[config.mk]
export PLATFORM = sky130hd
export DESIGN_NAME = step_sequencer
export DESIGN_NICKNAME = d
export VERILOG_FILES = /design/src/rtl/step_sequencer.sv
export SDC_FILE = /design/constraint.sdc
export NUM_CORES = 1
export LEC_CHECK = 0
export CORE_MARGIN = 2
export CORE_UTILIZATION = 39
export DETAILED_ROUTE_END_ITERATION = 8
export GPL_ROUTABILITY_DRIVEN = 0
export PLACE_DENSITY = 0.89
export SETUP_SLACK_MARGIN = 0.3
export SYNTH_ARGS = -nofsm -noshare
export SYNTH_HDL_FRONTEND = slang
export SYNTH_SLANG_ARGS = --single-unit
export TNS_END_PERCENT = 20
[constraint.sdc]
create_clock -name i_clk -period 1.9 [get_ports i_clk]
set_input_delay 0.285 -clock i_clk [delete_from_list [all_inputs] [get_ports i_clk]]
set_output_delay 0.285 -clock i_clk [all_outputs]
set_load 0.05 [all_outputs]
[src/rtl/step_sequencer.sv]
// Sequential front end of the control unit: instruction register, micro-step
// counter, latched ALU flags and RUN/HALTED state, with optional single-step gating.
module step_sequencer #(
    parameter int INSTRUCTION_WIDTH = 4,
    parameter int INSTRUCTION_STEPS = 8,
    parameter int BUS_WIDTH         = 8,
    localparam int STEP_WIDTH       = $clog2(INSTRUCTION_STEPS),
    localparam int OPERAND_WIDTH    = BUS_WIDTH - INSTRUCTION_WIDTH
) (
    input  logic                         i_clk,
    input  logic                         i_reset_n,
    input  logic [BUS_WIDTH-1:0]         i_bus,
    input  logic                         i_ii,
    input  logic                         i_adv,
    input  logic                         i_hlt,
    input  logic                         i_el,
    input  logic                         i_alu_zero,
    input  logic                         i_alu_carry,
    input  logic                         i_alu_odd,
    input  logic                         i_step_mode,
    input  logic                         i_step_req,
    output logic [INSTRUCTION_WIDTH-1:0] o_instruction,
    output logic [OPERAND_WIDTH-1:0]     o_operand,
    output logic [STEP_WIDTH-1:0]        o_step,
    output logic                         o_zero,
    output logic                         o_carry,
    output logic                         o_odd,
    output logic                         o_cycle_en,
    output logic                         o_halted,
    output logic                         o_step_fault
);

    localparam logic STATE_RUN    = 1'b0;
    localparam logic STATE_HALTED = 1'b1;
    localparam logic [STEP_WIDTH-1:0] LAST_STEP = STEP_WIDTH'(INSTRUCTION_STEPS - 1);

    logic                  state_reg;
    logic [BUS_WIDTH-1:0]  ir_reg;
    logic [STEP_WIDTH-1:0] step_reg;
    logic [2:0]            flag_reg;
    logic [2:0]            alu_flags;
    logic                  fault_reg;
    logic                  req_prev_reg;
    logic                  req_rise;
    logic                  cycle_en;

    // Single-step mode commits only on the first clock after a 0->1 of i_step_req.
    assign req_rise  = i_step_req & ~req_prev_reg;
    assign cycle_en  = i_reset_n & (state_reg == STATE_RUN) & (i_step_mode ? req_rise : 1'b1);
    assign alu_flags = {i_alu_zero, i_alu_carry, i_alu_odd};

    always_ff @(posedge i_clk or negedge i_reset_n) begin
        if (!i_reset_n) begin
            req_prev_reg <= 1'b0;
        end else begin
            req_prev_reg <= i_step_req;
        end
    end

    always_ff @(posedge i_clk or negedge i_reset_n) begin
        if (!i_reset_n) begin
            ir_reg <= '0;
        end else if (cycle_en && i_ii) begin
            ir_reg <= i_bus;
        end
    end

    generate
        for (genvar gi = 0; gi < 3; gi++) begin : g_flag
            always_ff @(posedge i_clk or negedge i_reset_n) begin
                if (!i_reset_n) begin
                    flag_reg[gi] <= 1'b0;
                end else if (cycle_en && i_el) begin
                    flag_reg[gi] <= alu_flags[gi];
                end
            end
        end
    endgenerate

    always_ff @(posedge i_clk or negedge i_reset_n) begin
        if (!i_reset_n) begin
            state_reg <= STATE_RUN;
            step_reg  <= '0;
            fault_reg <= 1'b0;
        end else if (cycle_en) begin
            // Halt freezes the step counter so the halting step stays visible.
            if (i_hlt) begin
                state_reg <= STATE_HALTED;
            end else if (i_adv) begin
                step_reg <= '0;
            end else if (step_reg == LAST_STEP) begin
                step_reg  <= '0;
                fault_reg <= 1'b1;
            end else begin
                step_reg <= step_reg + 1'b1;
            end
        end
    end

    assign o_instruction = ir_reg[BUS_WIDTH-1 -: INSTRUCTION_WIDTH];
    assign o_operand     = ir_reg[OPERAND_WIDTH-1:0];
    assign o_step        = step_reg;
    assign o_zero        = flag_reg[2];
    assign o_carry       = flag_reg[1];
    assign o_odd         = flag_reg[0];
    assign o_cycle_en    = cycle_en;
    assign o_halted      = (state_reg == STATE_HALTED);
    assign o_step_fault  = fault_reg;

endmodule

==> reports/summary.txt, run 1 <==
Max-slew headroom: 0.6578
Chip Width: 48.17 um
FF+latch count, synth: 17
Max VDD drop: 1159 uV
Leading area contributor after synthesis: dfrtp_1
DR DRC count: 0
Placement row count: 15
Leak Pwr: 0.5524 nW
GRT overflow: 0
Initial antenna violation count: 0
Vias: 534
Post-Syn Area: 760.7 um2
Clock Path Buffers: 2
Pre-antenna DRT Iters: 2
GRT Overall Usage: 0.1513
Post-CTS Hold Fix Bufs: 0
RSZ-0062 raised after global routing: true
Minimum clock period: 1.740 ns
Largest net degree at the start of global routing: 18
Post-synth top cells: dfrtp_1 (17), mux2_4 (8), mux2_2 (6)
Max FFs per register: 8
Gate Count Post-Synth: 47
Final period utilization: 0.9157
Worst-Margin Slew: 0.5124 ns
Ant diodes: 0
CTS Sinks: 17
Setup CP Type: register to primary output
Slew Limit Fails: 0
Worst path bufs/invs: 1
Crit path capture type: primary output
CTS tree: yes
Num CTS Buffers: 3
Final Hold Viols: 0
CP top delay family: buffers and inverters
Post-route ant nets: 0
PwrDens: 1557 mW/mm2
Sequential area share after synthesis: 0.5592
Clk pin slew, worst setup/hold paths: 0.09 ns
I/O Buffers: 35
Wire length per cell: 13.58 um
Top cell type's share of synthesized area: 0.5592
Ys async rst share: 1.000
Post-route setup TNS: 0 ns
Dominant synthesized flop cell: dfrtp_1
Clock Latency Late Sink: 0.27 ns
Initial cell density of the core: 0.4267
Share of layout cells above drive strength 1: 0.3068
EDFF count, synth: 0
Most numerous cell in the Yosys netlist: dfrtp_1
Via-to-Cell Ratio: 4.726
Worst Path Arrival: 1.45 ns
H-tree depth: 1
Placed cell count: 109
Max Cap Viol: 0
Layout fillers: 144
Worst Hold Class: primary input to async pin
FMAX: 574.8 MHz
Synth top area cells: dfrtp_1 (56%), mux2_4 (16%), mux2_2 (8.9%)
Multi-input gate area: 327.8 um2
FF/Latch Area: 425.4 um2
Endpoints failing setup: 0
Worst path slowest cell: clkdlybuf4s50_1
Layout area overhead: 59.21%
Skew final: 0.004955 ns
Placeable core area: 0.001783 mm2
Syn_area_per_cell: 16.19 um2
Syn nets: 68
Synth cell types: 13
Number of global-route vias before repair: 563
CP Max Fanout: 2
Root Buffer: clkbuf_4
Initial drt markers: 1
Largest stage delay on the critical path: 0.81 ns
Critical path required time: 1.62 ns
Synth warnings: 0
Fin util: 0.6793
# IOs: 36
DP HPWL: 1267 um
Global-route wire length before repair: 2359 um
Final wirelength: 1535 um
Final layout net count: 110
Die Ht: 48.17 um
CP startpoint kind: register
Non-Filler Instances: 113
Die Area: 0.002320 mm2
CP cell instances: clkdlybuf4s50_1
Status: complete, no violations
[layout by cell type (no fill, tap or decap), drive strengths merged]
cell type,instances
mux2,14
ha,2
a31o,1
a211oi,3
clkbuf,4
nor3,1
inv,3
nand2b,2
dlygate4sd2,3
clkdlybuf4s50,29
a21o,1
nor2b,2
a21oi,1
buf,3
dfrtp,17
dlymetal6s2s,2
[routing by layer]
metal / part of all wire / wire [um] / track usage / vias to the layer above
met5: 0 / 0 / 0 / -
met4: 0.013 / 20 / 0.06486 / 0
met3: 0.050 / 77 / 0.02593 / 2
met2: 0.54 / 823 / 0.2895 / 23
met1: 0.40 / 614 / 0.1593 / 262
li1: - / - / - / 247
[metrics by stage]
step	cell area (um2)	hold WS, ns	power [mW]	worst slack, ns
after CTS	1206	0.4326	1.912	0.1417
after floorplan	764.5	-0.01059	1.335	0.1579
after global placement	1184	0.4641	1.712	0.1156
after detailed placement	1184	0.4660	1.744	0.1111
after global routing	1211	0.4206	1.981	0.1074
final	1211	0.4322	1.886	0.1603
[cell type report]
cell class                 instances  area share
clock buffer                       4     0.02169
sequential                        17      0.3512
tap                               25     0.02583
multi-input combinational         27      0.2707
timing repair buffer              37      0.3213
inverter                           3    0.009298
[worst reg2reg max path: stages (launching register included)]
cell and delay, ns:
dfrtp_1 0.40, nand2b_4 0.18, a211oi_2 0.35, mux2_2 0.38
[report_power, final]
group | internal [mW] | leakage, nW | switching [mW]
sequential | 0.506 | 0.206 | 0.0829
clock | 0.0811 | 0.0150 | 0.0976
combinational | 0.445 | 0.331 | 0.674
[logic make-up after synthesis]
logic type,Yosys count,synth area share
DFF,17,0.5592
adders and majority gates,2,0.03289
and+or+nand+nor,5,0.05921
buffers and inverters,3,0.01480
AOI/OAI and AO/OA,6,0.08717
muxes,14,0.2467
[path summary, 6_finish.rpt]
path	startpoint	endpoint	depth (start not counted)	slack, ns
worst max-delay path	ir_reg[2]$_DFFE_PN0P_	o_operand[2]	1	0.16
worst min-delay path	i_reset_n	o_step[1]$_DFFE_PN0P_	2	0.43
worst max register to register	o_halted$_DFFE_PN0P_	o_step[2]$_DFFE_PN0P_	3	0.48
worst min register to register	o_halted$_DFFE_PN0P_	o_halted$_DFFE_PN0P_	1	0.48
max in group asynchronous	i_reset_n	ir_reg[7]$_DFFE_PN0P_	2	1.28
min in group i_clk	o_halted$_DFFE_PN0P_	o_halted$_DFFE_PN0P_	1	0.48
[repair_timing]
item,in CTS,in global routing
resized for setup,3,2
buffers inserted,0,0
setup endpoints to repair,16,14
(Power assumes the default switching activity.)
==> run 2, diff against run 1 <==
==> constraint.sdc (replaced) <==
create_clock -name i_clk -period 2 [get_ports i_clk]
set_input_delay 0.3 -clock i_clk [delete_from_list [all_inputs] [get_ports i_clk]]
set_output_delay 0.3 -clock i_clk [all_outputs]
set_load 0.05 [all_outputs]
==> run 2 against run 1 <==
Effect of this change: die area unchanged; via count increased by 2.6%; wire length increased by 0.98%; cell area increased by 0.10%; critical endpoint is now o_instruction[2]; non-clock buffer count unchanged; sequential cell count unchanged; final cell count unchanged.
==> reports/summary.txt, run 2 (synthesis gave the netlist of run 1 again) <==
Initial antenna violation count: 0
CP cell instances: clkdlybuf4s50_1
Placeable core area: 0.001783 mm2
Chip Width: 48.17 um
Dpl ws: 0.1982 ns
Cell area after layout: 0.001212 mm2
Overall Power: 1.792 mW
CP startpoint kind: register
Max FFs per register: 8
Max Cap Viol: 0
Worst setup margin: 0.2261 ns
CP top delay family: buffers and inverters
Global-route wire length before repair: 2408 um
Clk pin slew, worst setup/hold paths: 0.09 ns
Non-Filler Instances: 113
Setup Buffers After CTS: 0
Critical R2R Capture: o_step[1]$_DFFE_PN0P_
Wire length per cell: 13.72 um
Worst Hold Class: primary input to async pin
Slew Limit Fails: 0
Worst-Margin Slew: 0.5077 ns
Number of global-route vias before repair: 582
# IOs: 36
Critical R2R Launch: req_prev_reg$_DFF_PN0_
Via-to-Cell Ratio: 4.850
Layout area overhead: 59.37%
Worst R2R Path Depth: 3
Max VDD drop: 1077 uV
GRT Overall Usage: 0.1556
Worst Setup EP: o_instruction[2]
Leading cell type in the layout, fill and taps excluded: clkdlybuf4s50_1
Logic depth of the worst path, buffers included: 1
Final wirelength: 1550 um
Commonest cells after routing, fill and taps aside: clkdlybuf4s50_1 (29), dfrtp_1 (17), mux2_4 (8)
Critical path required time: 1.70 ns
Skew final: 0.001445 ns
CTS tree: yes
Initial drt markers: 0
Die Ht: 48.17 um
Post-CTS Hold Fix Bufs: 0
CTS Sinks: 17
Num CTS Buffers: 3
Final Hold Viols: 0
Ant diodes: 0
Status: complete, no violations
Endpoints failing setup: 0
Max-slew headroom: 0.6610
CP Max Fanout: 2
Clock Path Buffers: 2
Initial cell density of the core: 0.4267
Crit path capture type: primary output
I/O Buffers: 35
Setup slack, reg-to-reg: 0.59 ns
Largest stage delay on the critical path: 0.81 ns
Leak Pwr: 0.5551 nW
Placed cell count: 109
Largest net degree at the start of global routing: 18
Die Area: 0.002320 mm2
Clock Latency Late Sink: 0.28 ns
Worst path slowest cell: clkdlybuf4s50_1
Post-route ant nets: 0
Minimum clock period: 1.774 ns
Share of layout cells above drive strength 1: 0.3182
Root Buffer: clkbuf_4
Worst Path Arrival: 1.47 ns
DR DRC count: 0
Final layout net count: 110
PwrDens: 1478 mW/mm2
Critical path origin: ir_reg[6]$_DFFE_PN0P_
Post-route setup TNS: 0 ns
RSZ-0062 raised after global routing: true
GRT overflow: 0
Post-placement cell area: 0.001184 mm2
DP HPWL: 1263 um
Final period utilization: 0.8870
Placement row count: 15
FMAX: 563.7 MHz
Pre-antenna DRT Iters: 1
Worst path bufs/invs: 1
H-tree depth: 1
Vias: 548
Setup CP Type: register to primary output
==> run 2: changes by cell type in the layout (fill, tap and decap cells not counted) <==
cell      previous run  this run
clkinv_2             0         1
clkbuf_1             1         0
==> run 2: timing repair <==
item                       4_1_cts  5_1_grt
hold endpoints to repair         0        0
setup endpoints to repair       16       13
gates cloned                     0        0
gates resized for setup          3        2
==> run 2: metal layers <==
metal,wire length [um],track usage,up-vias
met5,0,0,-
met2,812,0.2895,25
met1,631,0.1678,273
met3,85,0.02222,2
met4,20,0.08108,0
li1,-,-,248
==> run 2: worst min-delay path by stage <==
| stage | startpoint | endpoint | slack [ns] | cells past startpoint |
|---|---|---|---|---|
| after floorplan | i_reset_n | ir_reg[0]$_DFFE_PN0P_ | 0.004 | 0 |
| after global placement | o_halted$_DFFE_PN0P_ | o_halted$_DFFE_PN0P_ | 0.46 | 1 |
| after detailed placement | o_halted$_DFFE_PN0P_ | o_halted$_DFFE_PN0P_ | 0.47 | 1 |
| after CTS | i_reset_n | o_odd$_DFFE_PN0P_ | 0.43 | 2 |
| after global routing | i_reset_n | o_step[1]$_DFFE_PN0P_ | 0.43 | 2 |
| final | i_reset_n | ir_reg[4]$_DFFE_PN0P_ | 0.43 | 2 |
==> run 2: layout make-up <==
| cell class | count | area [um2] |
|---|---|---|
| Fill cell | 150 | 570.5 |
| Clock buffer | 3 | 22.52 |
| Timing Repair Buffer | 37 | 389.1 |
| Tap cell | 25 | 31.28 |
| Sequential cell | 17 | 425.4 |
| Multi-Input combinational cell | 27 | 327.8 |
| Clock inverter | 1 | 5.005 |
| Inverter | 3 | 11.26 |
==> run 2: where the power goes <==
part / internal, mW / total [mW] / switching, mW / leakage, nW
Sequential: 0.480 / 0.562 / 0.0811 / 0.206
Clock: 0.0742 / 0.176 / 0.102 / 0.0177
Combinational: 0.420 / 1.05 / 0.635 / 0.331
Total: 0.974 / 1.79 / 0.818 / 0.555
==> run 2: stage by stage <==
stage          hold WS (ns)  utilization
3_3_place_gp         0.4642       0.6639
3_5_place_dp         0.4660       0.6639
2_1_floorplan      0.004409            -
5_1_grt              0.4349       0.6800
6_report             0.4333       0.6800
4_1_cts              0.4341       0.6772
==> RTL change 1 (flow settings as in run 1) <==
The parameter `INSTRUCTION_STEPS` goes from 8 to 16.
--- a/src/rtl/step_sequencer.sv
+++ b/src/rtl/step_sequencer.sv
@@ -4,3 +4,3 @@
     parameter int INSTRUCTION_WIDTH = 4,
-    parameter int INSTRUCTION_STEPS = 8,
+    parameter int INSTRUCTION_STEPS = 16,
     parameter int BUS_WIDTH         = 8,
Interface: changed (resized o_step); port bits go from 36 to 37. No check against the original RTL was run, so the function may have changed too.
==> RTL change 1 against run 1 <==
Total power hardly changed. Area after synthesis increased by 7.9%. Setup slack got worse by 0.026 ns. Sequential cell count is 1 higher. Final area grew 7.4%. Combinational power fell by 4%. Routed wire length increased by 23%. Highest routed layer unchanged.
==> RTL change 1: results (changes against run 1) <==
* Status: complete, no violations
* RR Endpoint: o_carry$_DFFE_PN0P_
* Met2 wire length at 944 um (+15%)
* Relative max-transition margin at 65.2% (-0.62 points)
* Met3 Usage GRT at 2.73% (+0.13 points)
* Reg2Reg Setup Slack at 0.38 ns (-0.10 ns)
* Nets at 125 (+14%)
* Final Hold Slack at 0.375 ns (-0.0576 ns)
* Fill cells at 164 (+14%)
* Net count after synthesis at 81 (+19%)
* Detail Route met3 WL at 74 um (-3.9%)
* Top cells by count, synth: dfrtp_1, mux2_2, inv_1, mux2_1
* Met2 usage at 29.8% (+0.83 points)
* Post-synthesis compound-gate area fraction at 16.0% (+7.3 points)
* CP arrival at 1.48 ns (+0.03 ns)
* First-iteration detailed-routing DRC count at 3 (+2)
* Final Skew at 0.00918 ns (+0.00423 ns)
* Crit path to: o_operand[1]
* Pleak at 0.581 nW (+5.1%)
* Synth area leaders: dfrtp_1, mux2_2, mux2_1
* Crit path from: ir_reg[1]$_DFFE_PN0P_
* Worst vdd ir at 0.00114 V (-1.5%)
* GRT Resource Usage Total at 18.0% (+2.9 points)
* First-pass GRT wire length at 3.26 mm (+38%)
* Routed met1 length at 819 um (+33%)
* PortBufs at 36 (+2.9%)
[RTL change 1: report_power, final]
part	total [mW]	switching (mW)	internal, mW
Clock	0.197	0.116	0.0817
Sequential	0.621	0.0932	0.527
Combinational	1.07	0.673	0.396
[RTL change 1: area by class of cell]
| type | instances | area share [%] |
|---|---|---|
| flip-flops and latches | 18 | 34.7 |
| repair buffers | 40 | 32.2 |
| multi-input cells | 38 | 27.3 |
| well taps | 27 | 2.60 |
| clock buffers | 4 | 2.02 |
| inverters | 4 | 1.15 |
[RTL change 1: stage by stage]
step,std cells,cell area (sq um)
2_1_floorplan,61,826
3_3_place_gp,127,1270
3_5_place_dp,127,1270
4_1_cts,131,1290
5_1_grt,131,1300
6_report,131,1300
[RTL change 1: repair_timing]
action	4_1_cts	5_1_grt
endpoints found under the setup margin	18	23
resized for setup	3	4
pin swaps	0	0
==> RTL change 2 (config.mk and constraints of run 1) <==
Without the edit above. Register the outputs `o_instruction`, `o_operand`, `o_zero`, `o_carry`, `o_odd`, `o_cycle_en` and `o_halted`, cleared by the reset; this adds one clock of latency there. The other outputs are not delayed to match.
--- a/src/rtl/step_sequencer.sv
+++ b/src/rtl/step_sequencer.sv
@@ -99,10 +99,22 @@
 
-    assign o_instruction = ir_reg[BUS_WIDTH-1 -: INSTRUCTION_WIDTH];
-    assign o_operand     = ir_reg[OPERAND_WIDTH-1:0];
     assign o_step        = step_reg;
-    assign o_zero        = flag_reg[2];
-    assign o_carry       = flag_reg[1];
-    assign o_odd         = flag_reg[0];
-    assign o_cycle_en    = cycle_en;
-    assign o_halted      = (state_reg == STATE_HALTED);
+    always_ff @(posedge i_clk or negedge i_reset_n) begin
+        if (!i_reset_n) begin
+            o_instruction <= '0;
+            o_operand     <= '0;
+            o_zero        <= '0;
+            o_carry       <= '0;
+            o_odd         <= '0;
+            o_cycle_en    <= '0;
+            o_halted      <= '0;
+        end else begin
+            o_instruction <= ir_reg[BUS_WIDTH-1 -: INSTRUCTION_WIDTH];
+            o_operand     <= ir_reg[OPERAND_WIDTH-1:0];
+            o_zero        <= flag_reg[2];
+            o_carry       <= flag_reg[1];
+            o_odd         <= flag_reg[0];
+            o_cycle_en    <= cycle_en;
+            o_halted      <= (state_reg == STATE_HALTED);
+        end
+    end
     assign o_step_fault  = fault_reg;
Function: changed (Yosys sat finds a counterexample within 4 cycles, from zero or initial values and one cycle with i_reset_n low).
==> RTL change 2 against run 1 <==
Hold slack worse by 0.049 ns. Cell count up 20%. Routed wire length up 22%. Final area up 30%. Largest cell class unchanged. First-iteration DRC count rose to 6.0 times the old value. Global-route usage down 1.6 points. Core utilization down 10 points. Total power up 34%. Setup slack worse by 0.019 ns. Area after synthesis up 43%. Critical path depth unchanged. Sequential cell count up 13. Register-to-register slack worse by 0.03 ns.
==> RTL change 2: results (changes against run 1) <==
* Synth area leaders: dfrtp_1, mux2_4, mux2_2
* Seq/Total Area, Yosys at 69.1% (+13 points)
* Final Skew at 0.00360 ns (-0.00135 ns)
* Largest net degree at the start of global routing at 31 (+13)
* Hpwl dp at 1.46 mm (+15%)
* Top fanout value on the critical path at 1 (-1)
* Min-Delay Path Depth at 0
* First-pass GRT wire length at 3.15 mm (+34%)
* Relative max-transition margin at 65.1% (-0.66 points)
* Reg2Reg Setup Slack at 0.45 ns (-0.03 ns)
* Adder-cell area share of the yosys netlist at 2.30% (-0.99 points)
* Initial antenna violation count at 0 (unchanged)
* Drt first pass iters at 4 (+2)
* Total wire length at 1.87 mm (+22%)
* Met2 usage at 22.6% (-6.4 points)
* Met3 Usage GRT at 8.29% (+5.7 points)
* Net count after synthesis at 81 (+19%)
* Post-synthesis compound-gate area fraction at 6.11% (-2.6 points)
* Top cells by count, synth: dfrtp_1, mux2_4, mux2_2, inv_1
* Post-synth top area share at 69.1% (+13 points)
* Status: complete, no violations
* Worst vdd ir at 0.00109 V (-6.3%)
* Antenna Diode Count at 0 (unchanged)
* WL/cell at 13.8 um (+1.4%)
* PortBufs at 35 (unchanged)
* Clk_lat worst skew at 0.32 ns (+0.05 ns)
* Cts bufs inserted at 5 (+2)
* Clock-pin slew of the registers on the worst-case setup and hold paths at 0.09 ns (about the same)
* Max reg flops at 8 (unchanged)
* HP Class: reg -> reg
* GRT Resource Usage Total at 13.6% (-1.6 points)
* Post-Synthesis Cells at 60 (+28%)
* Via count at 628 (+18%)
* Post-synth EDFFs at 0 (unchanged)
* Nets at 125 (+14%)
* CP max stage delay at 0.81 ns (about the same)
* Synthesis Warnings at 0 (unchanged)
* Met1 Use GR at 14.3% (-1.6 points)
* Post-synth cell types at 13 (unchanged)
* Pleak at 0.740 nW (+34%)
* Vias in the first global route at 694 (+23%)
* Layout cell share with drive strength beyond 1 at 28.6% (-2.1 points)
* Fill cells at 236 (+64%)
* Mux cell area share after synthesis at 17.3% (-7.4 points)
* First-iteration detailed-routing DRC count at 6 (+5)
* CTS Buffer Depth at 2 (unchanged)
* H-Tree Depth at 2 (+1)
* Post-Synth XOR/XNOR Area at 0% (unchanged)
* CP arrival at 1.47 ns (+0.02 ns)
==> RTL change 2: changes by cell type in the layout (fill, tap and decap cells not counted), sizes merged <==
cell | before | now
clkbuf | 4 | 6
dfrtp | 17 | 30
dlymetal6s2s | 2 | 3
clkinv | 0 | 1
buf | 3 | 2
clkinvlp | 0 | 1
==> RTL change 2: kinds of logic after synthesis <==
kind of cell    Yosys count
flops                    30
compound gates            6
fa+ha+maj                 2
simple gates              5
mux                      14
buf+inv                   3
==> RTL change 2: per-layer routing <==
| metal | wire, um | vias up | share of wire [%] |
|---|---|---|---|
| met5 | 0 | - | 0 |
| met4 | 0 | 0 | 0 |
| met3 | 163 | 0 | 8.7 |
| met2 | 1010 | 25 | 54 |
| met1 | 701 | 310 | 37 |
| li1 | - | 293 | - |
==> RTL change 2: power by group <==
part	internal (mW)	switching, mW
registers	0.903	0.119
logic	0.440	0.672
clock network	0.178	0.212
==> RTL change 2: worst paths after layout <==
path,end,start
min in group asynchronous,ir_reg[3]$_DFFE_PN0P_,i_reset_n
max reg2reg,o_step[2]$_DFFE_PN0P_,state_reg$_DFFE_PN0P_
min reg2reg,o_carry$_DFF_PN0_,flag_reg[1]$_DFFE_PN0P_
min,o_carry$_DFF_PN0_,flag_reg[1]$_DFFE_PN0P_
max in group asynchronous,ir_reg[0]$_DFFE_PN0P_,i_reset_n
max,o_cycle_en,o_cycle_en$_DFF_PN0_
==> RTL change 2: cell type report <==
cell class | count | area [sq um] | share of cell area, %
clock buffers | 6 | 51.3 | 3.27
clock inverters | 2 | 12.5 | 0.797
inverters | 3 | 11.3 | 0.717
multi-input cells | 27 | 324 | 20.6
flip-flops and latches | 30 | 751 | 47.8
well taps | 31 | 38.8 | 2.47
repair buffers | 37 | 382 | 24.3
==> RTL change 2: timing repair <==
action                                  CTS  global route
endpoints found under the setup margin   17            15
hold endpoints to repair                  0             0
resized for setup                         3             3
==> RTL change 2: metrics by stage <==
stage / hold WS (ns) / power, mW / setup slack (ns) / cell area [sq um]
after floorplan: -0.0106 / 1.76 / 0.316 / 1090
final: 0.384 / 2.52 / 0.141 / 1570
after global routing: 0.400 / 2.65 / 0.0932 / 1570
after global placement: 0.362 / 2.14 / 0.120 / 1500
after detailed placement: 0.364 / 2.18 / 0.0800 / 1500
after CTS: 0.388 / 2.56 / 0.108 / 1560
